**src/rtl/acc_shift_seq_pkg.sv**
```systemverilog
// Shared definitions for the accumulator load/store sequencer: opcodes,
// FSM state encoding and the legal parallel-shift set for stores.
package acc_shift_seq_pkg;

  localparam logic [1:0] OP_LAC  = 2'b00;
  localparam logic [1:0] OP_ADD  = 2'b01;
  localparam logic [1:0] OP_SUB  = 2'b10;
  localparam logic [1:0] OP_SACH = 2'b11;

  typedef enum logic [2:0] {
    S_IDLE = 3'd0,
    S_RD   = 3'd1,
    S_EXEC = 3'd2,
    S_WR   = 3'd3,
    S_FIN  = 3'd4
  } state_t;

  // The parallel shifter only supports shifts of 0, 1 and 4.
  function automatic logic legal_pshift(input logic [3:0] sh);
    return (sh == 4'd0) || (sh == 4'd1) || (sh == 4'd4);
  endfunction

endpackage

```
**src/rtl/acc_shift_seq_shift.sv**
```systemverilog
// Datapath shifters: barrel (16-bit signed operand scaled into 32 bits) and
// parallel (upper half of the accumulator after a 0/1/4 left shift).
module acc_shift_seq_barrel (
  input  logic [15:0] din,
  input  logic [3:0]  sh,
  output logic [31:0] dout
);
  logic [31:0] w_ext;

  assign w_ext = {{16{din[15]}}, din};
  assign dout  = w_ext << sh;
endmodule

module acc_shift_seq_parallel (
  input  logic [31:0] acc_in,
  input  logic [2:0]  sh,
  output logic [15:0] dout
);
  always_comb begin
    dout = acc_in[31:16];
    case (sh)
      3'd1:    dout = acc_in[30:15];
      3'd4:    dout = acc_in[27:12];
      default: dout = acc_in[31:16];
    endcase
  end
endmodule

```
**src/rtl/acc_shift_seq.sv**
```systemverilog
// Accumulator sequencer: runs one LAC/ADD/SUB/SACH at a time against a
// single-port RAM over a req/ack handshake; all outputs are registered.
module acc_shift_seq
  import acc_shift_seq_pkg::*;
#(
  parameter int AW = 8
) (
  input  logic          clk,
  input  logic          reset,
  // Command: accepted on the rising edge where cmd_valid & cmd_ready are both high.
  input  logic          cmd_valid,
  output logic          cmd_ready,
  input  logic [1:0]    cmd_op,
  input  logic [AW-1:0] cmd_addr,
  input  logic [3:0]    cmd_shift,
  output logic          mem_rd_req,
  output logic          mem_wr_req,
  output logic [AW-1:0] mem_addr,
  output logic [15:0]   mem_wdata,
  input  logic [15:0]   mem_rdata,
  input  logic          mem_ack,
  output logic [31:0]   acc,
  output logic          ovf,
  output logic          busy,
  output logic          done,
  output logic          err,
  output logic [2:0]    dbg_state
);

  state_t        r_state;
  logic [1:0]    r_op;
  logic [3:0]    r_shift;
  logic [15:0]   r_rdata;
  logic [31:0]   r_acc;
  logic          r_ovf, r_rd_req, r_wr_req, r_done, r_err, r_busy, r_ready;
  logic [AW-1:0] r_mem_addr;
  logic [15:0]   r_wdata;

  logic [31:0]   w_b, w_sum, w_diff;
  logic [15:0]   w_par;

  acc_shift_seq_barrel u_barrel (
    .din  (r_rdata),
    .sh   (r_shift),
    .dout (w_b)
  );

  // Store data comes from the accumulator as it stands at accept time.
  acc_shift_seq_parallel u_parallel (
    .acc_in (r_acc),
    .sh     (cmd_shift[2:0]),
    .dout   (w_par)
  );

  assign w_sum  = r_acc + w_b;
  assign w_diff = r_acc - w_b;

  always_ff @(posedge clk or posedge reset) begin
    if (reset) begin
      r_state    <= S_IDLE;
      r_op       <= OP_LAC;
      r_shift    <= '0;
      r_rdata    <= '0;
      r_acc      <= '0;
      r_ovf      <= 1'b0;
      r_rd_req   <= 1'b0;
      r_wr_req   <= 1'b0;
      r_mem_addr <= '0;
      r_wdata    <= '0;
      r_done     <= 1'b0;
      r_err      <= 1'b0;
      r_busy     <= 1'b0;
      r_ready    <= 1'b1;
    end else begin
      r_done <= 1'b0;
      r_err  <= 1'b0;
      case (r_state)
        S_IDLE: begin
          if (cmd_valid) begin
            r_op    <= cmd_op;
            r_shift <= cmd_shift;
            r_ready <= 1'b0;
            r_busy  <= 1'b1;
            if (cmd_op != OP_SACH) begin
              r_state    <= S_RD;
              r_rd_req   <= 1'b1;
              r_mem_addr <= cmd_addr;
            end else if (legal_pshift(cmd_shift)) begin
              r_state    <= S_WR;
              r_wr_req   <= 1'b1;
              r_mem_addr <= cmd_addr;
              r_wdata    <= w_par;
            end else begin
              r_state <= S_FIN;
              r_done  <= 1'b1;
              r_err   <= 1'b1;
            end
          end
        end
        S_RD: begin
          if (mem_ack) begin
            r_rdata  <= mem_rdata;
            r_rd_req <= 1'b0;
            r_state  <= S_EXEC;
          end
        end
        S_EXEC: begin
          // Signed overflow is sticky until the next LAC.
          case (r_op)
            OP_LAC: begin
              r_acc <= w_b;
              r_ovf <= 1'b0;
            end
            OP_ADD: begin
              r_acc <= w_sum;
              if ((r_acc[31] == w_b[31]) && (w_sum[31] != r_acc[31])) r_ovf <= 1'b1;
            end
            OP_SUB: begin
              r_acc <= w_diff;
              if ((r_acc[31] != w_b[31]) && (w_diff[31] != r_acc[31])) r_ovf <= 1'b1;
            end
            default: r_acc <= r_acc;
          endcase
          r_state <= S_FIN;
          r_done  <= 1'b1;
        end
        S_WR: begin
          if (mem_ack) begin
            r_wr_req <= 1'b0;
            r_state  <= S_FIN;
            r_done   <= 1'b1;
          end
        end
        S_FIN: begin
          r_state <= S_IDLE;
          r_ready <= 1'b1;
          r_busy  <= 1'b0;
        end
        default: begin
          r_state  <= S_IDLE;
          r_rd_req <= 1'b0;
          r_wr_req <= 1'b0;
          r_ready  <= 1'b1;
          r_busy   <= 1'b0;
        end
      endcase
    end
  end

  assign cmd_ready  = r_ready;
  assign mem_rd_req = r_rd_req;
  assign mem_wr_req = r_wr_req;
  assign mem_addr   = r_mem_addr;
  assign mem_wdata  = r_wdata;
  assign acc        = r_acc;
  assign ovf        = r_ovf;
  assign busy       = r_busy;
  assign done       = r_done;
  assign err        = r_err;
  assign dbg_state  = r_state;

endmodule

```
**config.mk**
```make
export PLATFORM = sky130hd
export DESIGN_NAME = acc_shift_seq
export DESIGN_NICKNAME = d
export VERILOG_FILES = /design/src/rtl/acc_shift_seq_pkg.sv /design/src/rtl/acc_shift_seq_shift.sv /design/src/rtl/acc_shift_seq.sv
export SDC_FILE = /design/constraint.sdc
export NUM_CORES = 1
export LEC_CHECK = 0
export ABC_AREA = 1
export CAP_MARGIN = 10
export CORE_ASPECT_RATIO = 1.5
export CORE_MARGIN = 2
export CORE_UTILIZATION = 50
export DETAILED_ROUTE_END_ITERATION = 8
export HOLD_SLACK_MARGIN = 0.12
export MAX_ROUTING_LAYER = met4
export PLACE_DENSITY = 0.71
export SYNTH_ARGS = -nofsm -noshare
export SYNTH_HDL_FRONTEND = slang
export SYNTH_HIERARCHICAL = 1
export SYNTH_SLANG_ARGS = --single-unit
```
**constraint.sdc**
```tcl
create_clock -name clk -period 9.19 [get_ports clk]
set_input_delay 2.757 -clock clk [delete_from_list [all_inputs] [get_ports clk]]
set_output_delay 2.757 -clock clk [all_outputs]
set_load 0.01 [all_outputs]
```
# == Word level (Yosys, flattened, before mapping) ==
# Cells that the tools add are included.
# word_totals
reg_bits,88
latch_bits,0
mem_bits_rw,0
romBits,0
input_bits,34
wordCells,97
memories,0
# classes
add_sub_neg,2
mul,0
n_div,0
order_cmp,0
n_eq_ne,23
shifts,1
mux,31
bitwise_logic,4
n_reduce_logical,22
# op_table
cell,count
case mux 32 bit (3 select lines),1
adder 32 bit,1
case mux 16 bit (2 select lines),1
left shift 32 x 4 -> 32 bit,1
subtractor 32 bit,1
"inequality test 2 bit, second input constant",9
2-to-1 mux 8 bit,2
2-to-1 mux 1 bit,15
2-to-1 mux 3 bit,5
case mux 1 bit (3 select lines),4
case mux 3 bit (4 select lines),1
AND reduction 4 bit,3
OR reduction 3 bit,3
AND reduction 2 bit,4
"== test 3 x 1 -> 1 bit, second input constant",2
"== test 3 x 2 -> 1 bit, second input constant",2
"== test 3 bit, second input constant",2
AND reduction 3 bit,2
AND reduction 5 bit,1
"== test 4 x 1 -> 1 bit, second input constant",1
"== test 4 x 3 -> 1 bit, second input constant",1
zero test 4 bit,1
inverter 1 bit,4
case mux 1 bit (2 select lines),2
10 further kinds,14

# == Logic depth before layout (Yosys ltp) ==
# depth
word_depth,7
ltp_mapped,26

# == Modules after synthesis ==
# Netlist, hierarchy kept.
# modules_own_cells
mod,n_inst,cells_each,area_each_um2
acc_shift_seq,1,1364,8654.6
acc_shift_seq_barrel,1,220,1102.3
acc_shift_seq_parallel,1,78,583.1

# == Worst setup path before layout ==
# Ideal clock, no wire load.
# synth_timing
kind,input port to flip-flop
from,in cmd_shift[2]
to,"reg r_wdata[0], in the netlist mem_wdata[0]"
setup_time_ns,0.125
t_arrival_ns,3.764
t_required_ns,9.065
slack_ns,5.302
cell_stages,5
cell_sequence,a211o_1 nor2_1 nand2_2 buf_6 mux2_2
# synth_via
elab_chain_cells,4
# synth_lines
item,line_no,rtl
start: declaration,acc_shift_seq.sv:15,"input logic [3:0] cmd_shift,"
== test 4 x 1 -> 1 bit or zero test 4 bit (tied branches),acc_shift_seq_pkg.sv:20,return (sh == 4'd0) || (sh == 4'd1) || (sh == 4'd4);
logical OR 1 bit (2 in a row),acc_shift_seq_pkg.sv:20,
AND reduction 4 bit (no line),--,
end signal: assignment,acc_shift_seq.sv:92,r_wdata <= w_par;
end: declaration,acc_shift_seq.sv:37,logic [15:0] r_wdata;
# Parallel ways exist; a longest one is shown, timed or not.
# A chain may end at the register's enable or synchronous reset.

# == Final worst setup path ==
# layout_timing
from,in cmd_shift[0]
to,"reg r_wdata[11], in the netlist mem_wdata[11]"
# The elaborated chain is that of the path after synthesis.

==> metrics.csv <==
stage;metric;value;unit
status;status;finished clean;
clock_tree;cts_tree;built;
setup_path;regToRegSetupSlack;5.12;ns
hold_path;min_path_type;reg2reg;
routing;highest_layer;met4;
routing;drtIter0Drc;911;
clock_tree;ctsResizeCount;0;
synthesis;synth_area_leader_cell;dfrtp_1;
job;cap_violations;0;
synthesis;synth_cell_types;51;
global_routing;grt_pass1_wl;56000;µm
routing;met1Wirelength;14500;µm
clock_tree;cts_htree_levels;3;
routing;via_per_inst;5.55;
timing;min_period;4.80;ns
setup_path;critPathMaxFanout;20;
floorplan;die_y;180;µm
setup_path;ff2ff_path_depth;15;
routing;ant_nets;0;
global_routing;grt_max_degree;64;
clock_tree;clock_latency;0.34;ns
timing;fin_skew;0.00372;ns
placed_design;gp_congestion;0.997;
floorplan;die_w;121;µm
timing;tightest_slew;0.960;ns
layout;most-common-layout-cells;nand2_1, inv_1, nand3_1, nor2_1, clkdlybuf4s50_1;
setup_path;cp-end-kind;flop;
synthesis;syn_area;0.0103;mm²
setup_path;critPathArrivalTime;5.03;ns
synthesis;synth-edff-count;0;
setup_path;timing.setup.critical_path_class;in2reg;
clock_tree;ctsRootBufferMaster;clkbuf_16;
global_routing;grt_usage;33.4;%
setup_path;startpoint_type;input port;
clock_tree;cts_sinks;88;
timing;hold_violations;0;
hold_path;min_to;ovf;
timing;grt_setup_unrepaired;false;
timing;final-setup-viol-count;0;
setup_path;rr_endpoint;acc[12];
synthesis;ys_seq_area_share;21.3;%
layout;fillCellCount;2130;
placed_design;io_buffer_count;99;
synthesis;synth_top_cell_area_share;21.1;%
floorplan;initial_core_util;50.8;%
timing;max-slew-margin-rel;35.8;%
setup_path;required;9.42;ns
floorplan;fp.dieArea;0.0219;mm²
synthesis;synth_area_leaders;dfrtp_1, nand2_1, nand3_1;
timing;maxSlewViolCount;0;
synthesis;synth_nets;1763;
layout;final_cell_area;0.0115;mm²
timing;fmax;208;MHz
placed_design;dp_hpwl;27300;µm
synthesis;synth_ff_type;dfrtp_1;
routing;dr.pass1.iters;6;
layout;syn_to_final_growth;11.2;%
routing;drc;0;
setup_path;r2r-start;r_shift[2];
synthesis;synth_area_per_cell;6.22;µm²
routing;routed_wl;34800;µm
routing;wl_met3;2010;µm
layout;final_nets;1809;
global_routing;gr-total-overflow;0;
clock_tree;postCtsHoldBufs;0;
timing;period_share;52.3;%
synthesis;ys_seq_elements;88;
floorplan;coreArea;0.0203;mm²
hold_path;hold_start;ovf;
hold_path;hold_depth;2;
routing;vias;10969;
clock_tree;cts.clk_slew.worst_paths;0.06;ns
synthesis;yosys_warnings;6;
layout;diodes;0;
clock_tree;numCtsBuffers;9;
layout;final_common_cell;nand2_1;
global_routing;grt_antenna_before_repair;0;
routing;dr_wl_met2;16700;µm
synthesis;netlist_instances;1662;
synthesis;async_flop_share;100;%
clock_tree;post_cts_buffers;0;
timing;setup_tns;0;ns
setup_path;crit_start;cmd_shift[0];
global_routing;grt_pass1_vias;10667;
routing;wl_per_cell;17.6;µm
placed_design;dpl_cell_area;0.0112;mm²
clock_tree;clock_tree.buffer_depth;2;
floorplan;io_pins;100;
floorplan;rows;64;
layout;drive_above_1_share;7.89;%
cell families (layout without fill, tap and decap cells):
logic type | Yosys count | in the layout | share of synthesized area, %
compound gates | 183 | 183 | 9.87
simple gates | 988 | 988 | 43.0
xor+xnor | 1 | 1 | 0.0847
fa+ha+maj | 67 | 67 | 8.25
flops | 88 | 88 | 21.3
mux | 40 | 40 | 4.36
buf+inv | 295 | 345 | 13.1
cells in the mapped netlist, types with 6 or more instances:
| cell type | number |
|---|---|
| buf_6 | 13 |
| buf_2 | 21 |
| nand3_1 | 206 |
| ha_1 | 65 |
| mux2_2 | 40 |
| nand3_2 | 35 |
| nand4_1 | 34 |
| buf_4 | 17 |
| nor2_1 | 109 |
| nor2_2 | 6 |
| a21oi_2 | 6 |
| clkbuf_1 | 14 |
| o211ai_1 | 6 |
| o21bai_1 | 14 |
| nand2_1 | 556 |
| inv_1 | 217 |
| nand2_4 | 6 |
| nor3_1 | 11 |
| dfrtp_1 | 87 |
| o21ai_0 | 54 |
| a21oi_1 | 88 |
| nand2_2 | 7 |
flip-flops by register name (all words and copies together), names as in the netlist:
signal	flops
acc	32
mem_wdata	16
r_rdata	16
mem_addr	8
r_shift	4
dbg_state	3
r_op	2
busy	1
cmd_ready	1
done	1
err	1
mem_rd_req	1
mem_wr_req	1
ovf	1
worst max path at each step:
stage / to / cells past startpoint / slack, ns
final: mem_wdata[11] / 5 / 4.39
after global routing: mem_wdata[12] / 5 / 4.27
after CTS: mem_addr[6] / 5 / 4.39
after detailed placement: mem_addr[6] / 5 / 4.01
after global placement: mem_addr[4] / 5 / 4.07
after floorplan: acc[0] / 1 / 4.16
routing by layer:
layer,up-vias,GRT usage [%]
met3,102,2.82
met2,448,55.0
li1,5426,-
met4,0,14.9
met5,-,-
met1,4993,41.5
stage by stage:
step / worst slack [ns] / util, % / hold WS (ns) / instances
after detailed placement: 4.01 / 55.1 / 0.463 / 1961
after global routing: 4.27 / 56.5 / 0.520 / 1976
after global placement: 4.07 / 55.1 / 0.459 / 1961
after floorplan: 4.16 / - / 0.464 / 1662
after CTS: 4.39 / 56.5 / 0.489 / 1976
final: 4.39 / 56.5 / 0.484 / 1976
critical path: stages:
cell             delay (ns)
clkdlybuf4s50_1        0.91
a211o_1                0.48
nor2_1                 0.20
nand2_2                0.30
mux2_2                 0.38
layout make-up:
cell class | instances | area [µm²] | share of cell area, %
Multi-Input combinational cell | 1279 | 6780 | 59.0
Sequential cell | 88 | 2200 | 19.2
Timing Repair Buffer | 105 | 1040 | 9.01
Inverter | 225 | 861 | 7.48
Tap cell | 264 | 330 | 2.87
Clock buffer | 12 | 246 | 2.14
Clock inverter | 3 | 42.5 | 0.370
Power is not shown: default switching activity piles up to over one toggle a cycle in this logic, so the estimate is an artifact.
